===== src/rtl/tmds_encoder_if.sv =====
// Pixel-side bundle of one TMDS channel: pixel/control inputs and the 10-bit symbol out.
interface tmds_encoder_if;
    logic [7:0] i_data;
    logic       i_de;
    logic       i_c0;
    logic       i_c1;
    logic [9:0] o_encode;

    modport master (
        output i_data, i_de, i_c0, i_c1,
        input  o_encode
    );

    modport slave (
        input  i_data, i_de, i_c0, i_c1,
        output o_encode
    );
endinterface


===== src/rtl/tmds_encoder.sv =====
// DVI 1.0 TMDS 8b/10b channel encoder: two-stage pipeline, transition
// minimisation in stage 1, DC balancing with a running disparity in stage 2.
module tmds_encoder (
    input  logic           i_pixclk,
    input  logic           i_reset,
    tmds_encoder_if.slave  bus
);

    localparam logic [9:0] TOKEN_00 = 10'h354;
    localparam logic [9:0] TOKEN_01 = 10'h0AB;
    localparam logic [9:0] TOKEN_10 = 10'h154;
    localparam logic [9:0] TOKEN_11 = 10'h2AB;

    function automatic logic [3:0] ones8(input logic [7:0] v);
        logic [3:0] n;
        n = '0;
        for (int unsigned i = 0; i < 8; i++) begin
            n = n + {3'b000, v[i]};
        end
        return n;
    endfunction

    function automatic logic [8:0] minimise(input logic [7:0] d);
        logic [8:0] q;
        logic [3:0] n1;
        logic       use_xnor;
        n1       = ones8(d);
        use_xnor = (n1 > 4'd4) || ((n1 == 4'd4) && !d[0]);
        q        = '0;
        q[0]     = d[0];
        for (int unsigned i = 1; i < 8; i++) begin
            q[i] = use_xnor ? ~(q[i-1] ^ d[i]) : (q[i-1] ^ d[i]);
        end
        q[8] = ~use_xnor;
        return q;
    endfunction

    // Stage 1 registers
    logic [8:0] q_m;
    logic       de_s1;
    logic       c0_s1;
    logic       c1_s1;

    // Stage 2 registers
    logic signed [4:0] cnt;
    logic [9:0]        encode;

    // Stage 2 combinational results
    logic [3:0]        n1q;
    logic [3:0]        n0q;
    logic signed [4:0] bal;
    logic signed [4:0] cnt_next;
    logic [9:0]        encode_next;

    always_ff @(posedge i_pixclk) begin
        if (!i_reset) begin
            q_m   <= '0;
            de_s1 <= 1'b0;
            c0_s1 <= 1'b0;
            c1_s1 <= 1'b0;
        end else begin
            q_m   <= minimise(bus.i_data);
            de_s1 <= bus.i_de;
            c0_s1 <= bus.i_c0;
            c1_s1 <= bus.i_c1;
        end
    end

    always_comb begin
        n1q         = ones8(q_m[7:0]);
        n0q         = 4'd8 - n1q;
        bal         = $signed({1'b0, n1q}) - $signed({1'b0, n0q});
        cnt_next    = '0;
        encode_next = TOKEN_00;
        if (!de_s1) begin
            unique case ({c1_s1, c0_s1})
                2'b00:   encode_next = TOKEN_00;
                2'b01:   encode_next = TOKEN_01;
                2'b10:   encode_next = TOKEN_10;
                default: encode_next = TOKEN_11;
            endcase
        end else if ((cnt == 5'sd0) || (bal == 5'sd0)) begin
            encode_next = {~q_m[8], q_m[8], q_m[8] ? q_m[7:0] : ~q_m[7:0]};
            cnt_next    = q_m[8] ? (cnt + bal) : (cnt - bal);
        end else if (((cnt > 5'sd0) && (bal > 5'sd0)) ||
                     ((cnt < 5'sd0) && (bal < 5'sd0))) begin
            encode_next = {1'b1, q_m[8], ~q_m[7:0]};
            cnt_next    = cnt + (q_m[8] ? 5'sd2 : 5'sd0) - bal;
        end else begin
            encode_next = {1'b0, q_m[8], q_m[7:0]};
            cnt_next    = cnt + bal - (q_m[8] ? 5'sd0 : 5'sd2);
        end
    end

    always_ff @(posedge i_pixclk) begin
        if (!i_reset) begin
            cnt    <= '0;
            encode <= TOKEN_00;
        end else begin
            cnt    <= cnt_next;
            encode <= encode_next;
        end
    end

    assign bus.o_encode = encode;

endmodule

===== src/flat_wrapper.sv =====
// flat-port wrapper written by rule: the top's interface ports become plain ports
module tmds_encoder_flat 
  (i_pixclk, i_reset, bus_i_data, bus_i_de, bus_i_c0, bus_i_c1, bus_o_encode);
  tmds_encoder_if bus_i ();
  input  logic i_pixclk;
  input  logic i_reset;
  input wire logic [$bits(bus_i.i_data)-1:0] bus_i_data;
  input wire logic [$bits(bus_i.i_de)-1:0] bus_i_de;
  input wire logic [$bits(bus_i.i_c0)-1:0] bus_i_c0;
  input wire logic [$bits(bus_i.i_c1)-1:0] bus_i_c1;
  output wire logic [$bits(bus_i.o_encode)-1:0] bus_o_encode;
  assign bus_i.i_data = bus_i_data;
  assign bus_i.i_de = bus_i_de;
  assign bus_i.i_c0 = bus_i_c0;
  assign bus_i.i_c1 = bus_i_c1;
  assign bus_o_encode = bus_i.o_encode;
  tmds_encoder u_core (.i_pixclk(i_pixclk), .i_reset(i_reset), .bus(bus_i));
endmodule

===== config.mk =====
export PLATFORM = sky130hd
export DESIGN_NAME = tmds_encoder_flat
export DESIGN_NICKNAME = d
export VERILOG_FILES = /design/src/rtl/tmds_encoder_if.sv /design/src/rtl/tmds_encoder.sv /design/src/flat_wrapper.sv
export SDC_FILE = /design/constraint.sdc
export NUM_CORES = 1
export LEC_CHECK = 0
export ABC_AREA = 0
export BUFFER_PORTS_ARGS = -buffer_cell sky130_fd_sc_hd__buf_4
export CORE_ASPECT_RATIO = 1.75
export CORE_MARGIN = 4
export CORE_UTILIZATION = 40
export CTS_CLUSTER_DIAMETER = 200
export DETAILED_ROUTE_END_ITERATION = 16
export PLACE_DENSITY_LB_ADDON = 0.25
export SLEW_MARGIN = 20
export SYNTH_ARGS = -nofsm -noshare
export SYNTH_HDL_FRONTEND = slang
export SYNTH_SLANG_ARGS = --single-unit

===== constraint.sdc =====
create_clock -name i_pixclk -period 15.2 [get_ports i_pixclk]
set_clock_uncertainty 0.15 [all_clocks]
set_input_delay 0.76 -clock i_pixclk [delete_from_list [all_inputs] [get_ports i_pixclk]]
set_output_delay 0.76 -clock i_pixclk [all_outputs]
set_load 0.05 [all_outputs]

Word level (Yosys, flattened, before mapping)
Index checks and enable logic that the tools add are counted.
- reduce and logical (&&, ||, !) cells: 11
- bitwise gates (word level): 17
- muxes and demuxes: 17
- $add $sub $neg: 21
- order comparisons: 5
- equal/unequal tests: 3
- operators by type and width (operator ; count):
    $add 4x1->4 ; 12
    $mux 10 ; 3
    $pmux 10 s3 ; 1
    $mux 5 ; 3
    $sub 5x5->5 ; 3
    $add 5x5->5 ; 2
    $gt 5x1->1 const B ; 2
    $logic_not 5->1 ; 2
    $lt 5x1->1 const B ; 2
    $not 1->1 ; 9
    $mux 8 ; 1
    $not 8->8 ; 1
    $mux 1 ; 7
    $xor 1x1->1 ; 7
    $sub 4x4->5 ; 1
    $add 1x1->2 ; 2
    $eq 4x3->1 const B ; 1
    $gt 4x3->1 const B ; 1
    $mux 2 ; 2
    $sub 4x4->4 const A ; 1
    $logic_and 1x1->1 ; 3
    $logic_or 1x1->1 ; 3
    $eq 2x1->1 const B ; 1
    $eq 2x2->1 const B ; 1
    other kinds (3) ; 3
- bits in registers: 27
- word-level logic and storage cells: 80

Depth between registers and ports, before layout
- word-level depth: 29
- gate-level depth with buffers: 22

Worst setup path after synthesis
No wires, ideal clock.
- path kind: flip-flop to flip-flop
- start: register u_core.q_m[0]
- end: register u_core.encode[4], in the netlist u_core.bus.o_encode[4]
- cell stages (with the launch flop): 22
- library setup time: 0.132 ns
- slack: 9.898 ns
- arrival: 5.020 ns
- period minus slack after synthesis: 5.302 ns
- path through: dfxtp_1 ha_1 inv_1 fa_1 fa_1 inv_1 fa_1 inv_1 fa_1 nand2_1 ha_1 a21boi_0 mux2_4 o22a_1 buf_6 clkinv_8 ha_1 nor2b_1 a32oi_1 nand2_1 a2111oi_1 nor3_1
- word-level cells in the longest chain between the ends: 15
- elaborated cells between the ends (all ways): 19
- RTL lines (what ; line ; RTL):
    start, declared ; tmds_encoder.sv:39 ; logic [8:0] q_m;
    start signal, assigned ; tmds_encoder.sv:62 ; q_m <= minimise(bus.i_data);
    $add 1x1->2 * ; tmds_encoder.sv:18 ; n = n + {3'b000, v[i]};
    $add 4x1->4 * (6 in series) ; tmds_encoder.sv:18 ;
    $sub 4x4->4 ; tmds_encoder.sv:71 ; n0q = 4'd8 - n1q;
    $sub 4x4->5 * ; tmds_encoder.sv:72 ; bal = $signed({1'b0, n1q}) - $signed({1'b0, n0q});
    $gt 5x1->1 or $lt 5x1->1 (tied branches) ; tmds_encoder.sv:85, tmds_encoder.sv:86 ;
    $logic_and 1x1->1 (on tied branches) ; tmds_encoder.sv:85, tmds_encoder.sv:86 ;
    $logic_or 1x1->1 ; tmds_encoder.sv:85 ; end else if (((cnt > 5'sd0) && (bal > 5'sd0)) ||
    $mux 10 ; tmds_encoder.sv:85 ;
    $mux 10 * ; tmds_encoder.sv:82 ; end else if ((cnt == 5'sd0) || (bal == 5'sd0)) begin
    $mux 10 * ; tmds_encoder.sv:75 ; if (!de_s1) begin
    end signal, assigned ; tmds_encoder.sv:101 ; encode <= encode_next;
    end, declared ; tmds_encoder.sv:46 ; logic [9:0] encode;
Mark *: on every way between the ends. The rest lies on a longest branch, timed or not.
A chain may end at the register's enable or synchronous reset.

Worst setup path in the final report
- start: register u_core.q_m[0]
- end: register u_core.encode[6], in the netlist u_core.bus.o_encode[6]
Same word-level chain as after synthesis.

==> out/qor.yml <==
outcome: "completed"
multiInputGateArea_um2: 1550
nets: 328
die_w_um: 65.1
report.final.hold_viol_count: 0
initial_core_util_pct: 41.2
syn_area_per_cell_um2: 8.88
nFillCells: 567
slowest_stage: "fa_1"
antenna_found_initial: 0
fin_crit_ps: 5740
seq_area_frac_synth_pct: 23.7
synth.cell_area_um2: 2280
final_common_cell: "inv_1"
root_buffer: "clkbuf_8"
coreArea_um2: 5540
min_period_over_period_pct: 37.8
cap_violations: 0
worst_ep_arrival_time_ps: 5760
finalSetupViolCount: 0
cts_tree: "yes"
drtIter0Drc: 53
grt_pass1_vias: 1848
grt_max_degree: 19
ant_nets: 0
gp_congestion: 0.906
worstPathCellList: "ha_1 > inv_1 > fa_1 > fa_1 > inv_1 > fa_1 > inv_1 > fa_1 > nand2_1 > ha_1 > a21boi_0 > mux2_4 > o22a_1 > clkinv_8 > ha_1 > nor2b_1 > a32oi_1 > nand2_1 > a2111oi_1 > nor3_1"
critical_path_required_ps: 15220
cpPeakStageDelay_ps: 540
synth_warnings: 0
clockBufferDepth: 2
top_layer: "met4"
die-area_um2: 7020
hold_class: "reg -> reg"
synthFlopType: "dfxtp_1"
dr_wl_met2_mm: 2.96
cts_setup_buffers: 0
path_clk_slew_ps: 100
rows: 36
syn_nets: 308
diodes: 0
rsz0062_at_grt: "false"
relSlewSlack_pct: 59.5
crit_fanout: 10
h-tree-depth: 1
drt_first_pass_iters: 4
cts_resized: 0
vias_per_cell: 5.24
wl_met3_um: 143
cp-start-kind: "register"
track_usage_pct: 16.0
cp_common_cell: "fa_1"
ys_types: 49
fmax_ghz: 0.174
synth_edf_count: 0
postCtsHoldBufs: 0
async_reset_ff_share_pct: 0
drive_gt1_share_pct: 13.4
layout_common_cells: "inv_1, dfxtp_1, ha_1"
crit_type: "reg -> reg"
pin_count: 23
vias: 1845
clock_latency_ps: 280
clkSinkCount: 27
dieHeight_um: 108
drt_wl_total_mm: 5.13
endpoint_kind: "register"
slew_viol_final: 0
tightest_slew_ps: 601
area_delta_synth_final_pct: 12.0
grt_pass1_wl_mm: 8.62
tns_ps: 0
yosys_register_bits: 27
globalRouteOverflowTotal: 0
numCtsBuffers: 3
synthCells: 257
wl_met1_mm: 1.83
drc: 0
io_buffers: 22
routedWlPerCell_um: 14.6
regArea_um2: 541
hpwl_mm: 4.28
-- sequential cells by signal (all words and copies together) (netlist names) --
name and flops:
u_core.bus.o_encode 10, u_core.cnt 5, u_core.q_m 9, u_core.c0_s1 1, u_core.c1_s1 1, u_core.de_s1 1
-- critical path: cells and delay by family (launching register included) --
family	cells	cell delay (ps)
simple gates	4	590
compound gates	4	1140
buf+inv	4	330
mux	1	290
flops	1	330
fa+ha+maj	7	2810
-- logic make-up (layout without fill, tap and decap cells) --
kind of cell / count (synthesis) / after routing / share of synthesized area, %
flops: 27 / 27 / 23.7
mux: 3 / 3 / 1.54
buf+inv: 46 / 65 / 8.50
xor+xnor: 19 / 19 / 8.28
fa+ha+maj: 38 / 38 / 25.1
simple gates: 71 / 71 / 16.3
compound gates: 53 / 53 / 16.5
-- area by class of cell --
| cell class | count | share of cell area, % |
|---|---|---|
| clock inverter | 1 | 0.294 |
| clock buffer | 3 | 1.62 |
| tap | 76 | 3.72 |
| timing repair buffer | 22 | 6.46 |
| inverter | 39 | 6.22 |
| multi-input combinational | 184 | 60.5 |
| sequential | 27 | 21.2 |
-- Yosys cell counts (all sizes together), types with 2 or more instances --
cell	number	area (um2)
inv	38	143
o21ai	11	55.1
a31o	2	17.5
nor4	4	25.0
nor3b	2	20.0
buf	2	16.3
ha	25	313
clkbuf	5	18.8
nor2	12	45.0
o22ai	3	18.8
a21oi	8	40.0
a2111oi	3	35.0
dfxtp	27	541
o221ai	2	17.5
nand2	12	45.0
a211oi	7	52.6
xnor2	12	113
mux2i	2	20.0
xor2	6	52.6
o31ai	6	45.0
nand2b	5	31.3
nor3	16	80.1
fa	13	260
or3	2	12.5
a211o	2	17.5
and2	8	50.1
or2	3	18.8
nor2b	3	18.8
-- worst paths after layout --
path | startpoint | cells past startpoint | slack [ps] | endpoint
worst max-delay path | u_core.q_m[0] | 20 | 9460 | u_core.bus.o_encode[6]
worst min register to register | u_core.cnt[0] | 1 | 360 | u_core.cnt[0]
worst max register to register | u_core.q_m[0] | 20 | 9460 | u_core.bus.o_encode[6]
worst min-delay path | u_core.cnt[0] | 1 | 360 | u_core.cnt[0]
-- metrics by stage --
stage                     util (%)  instance area (um2)  setup slack [ps]  std cells  hold slack, ps
after floorplan                  -                 2280              9900        257             304
after detailed placement      45.2                 2510              9460        348             347
after global placement        45.2                 2510              9570        348             344
after CTS                     46.1                 2550              9460        352             364
final                         46.1                 2550              9460        352             364
after global routing          46.1                 2550              9090        352             385
-- metal layers --
layer  GRT usage, %  up-vias
met5              0        -
met4           6.97        0
met3           1.88       15
met2           31.5       35
met1           16.1      883
li1               -      912
Power is not shown: default switching activity piles up to over one toggle a cycle in this logic, so the estimate is an artifact.
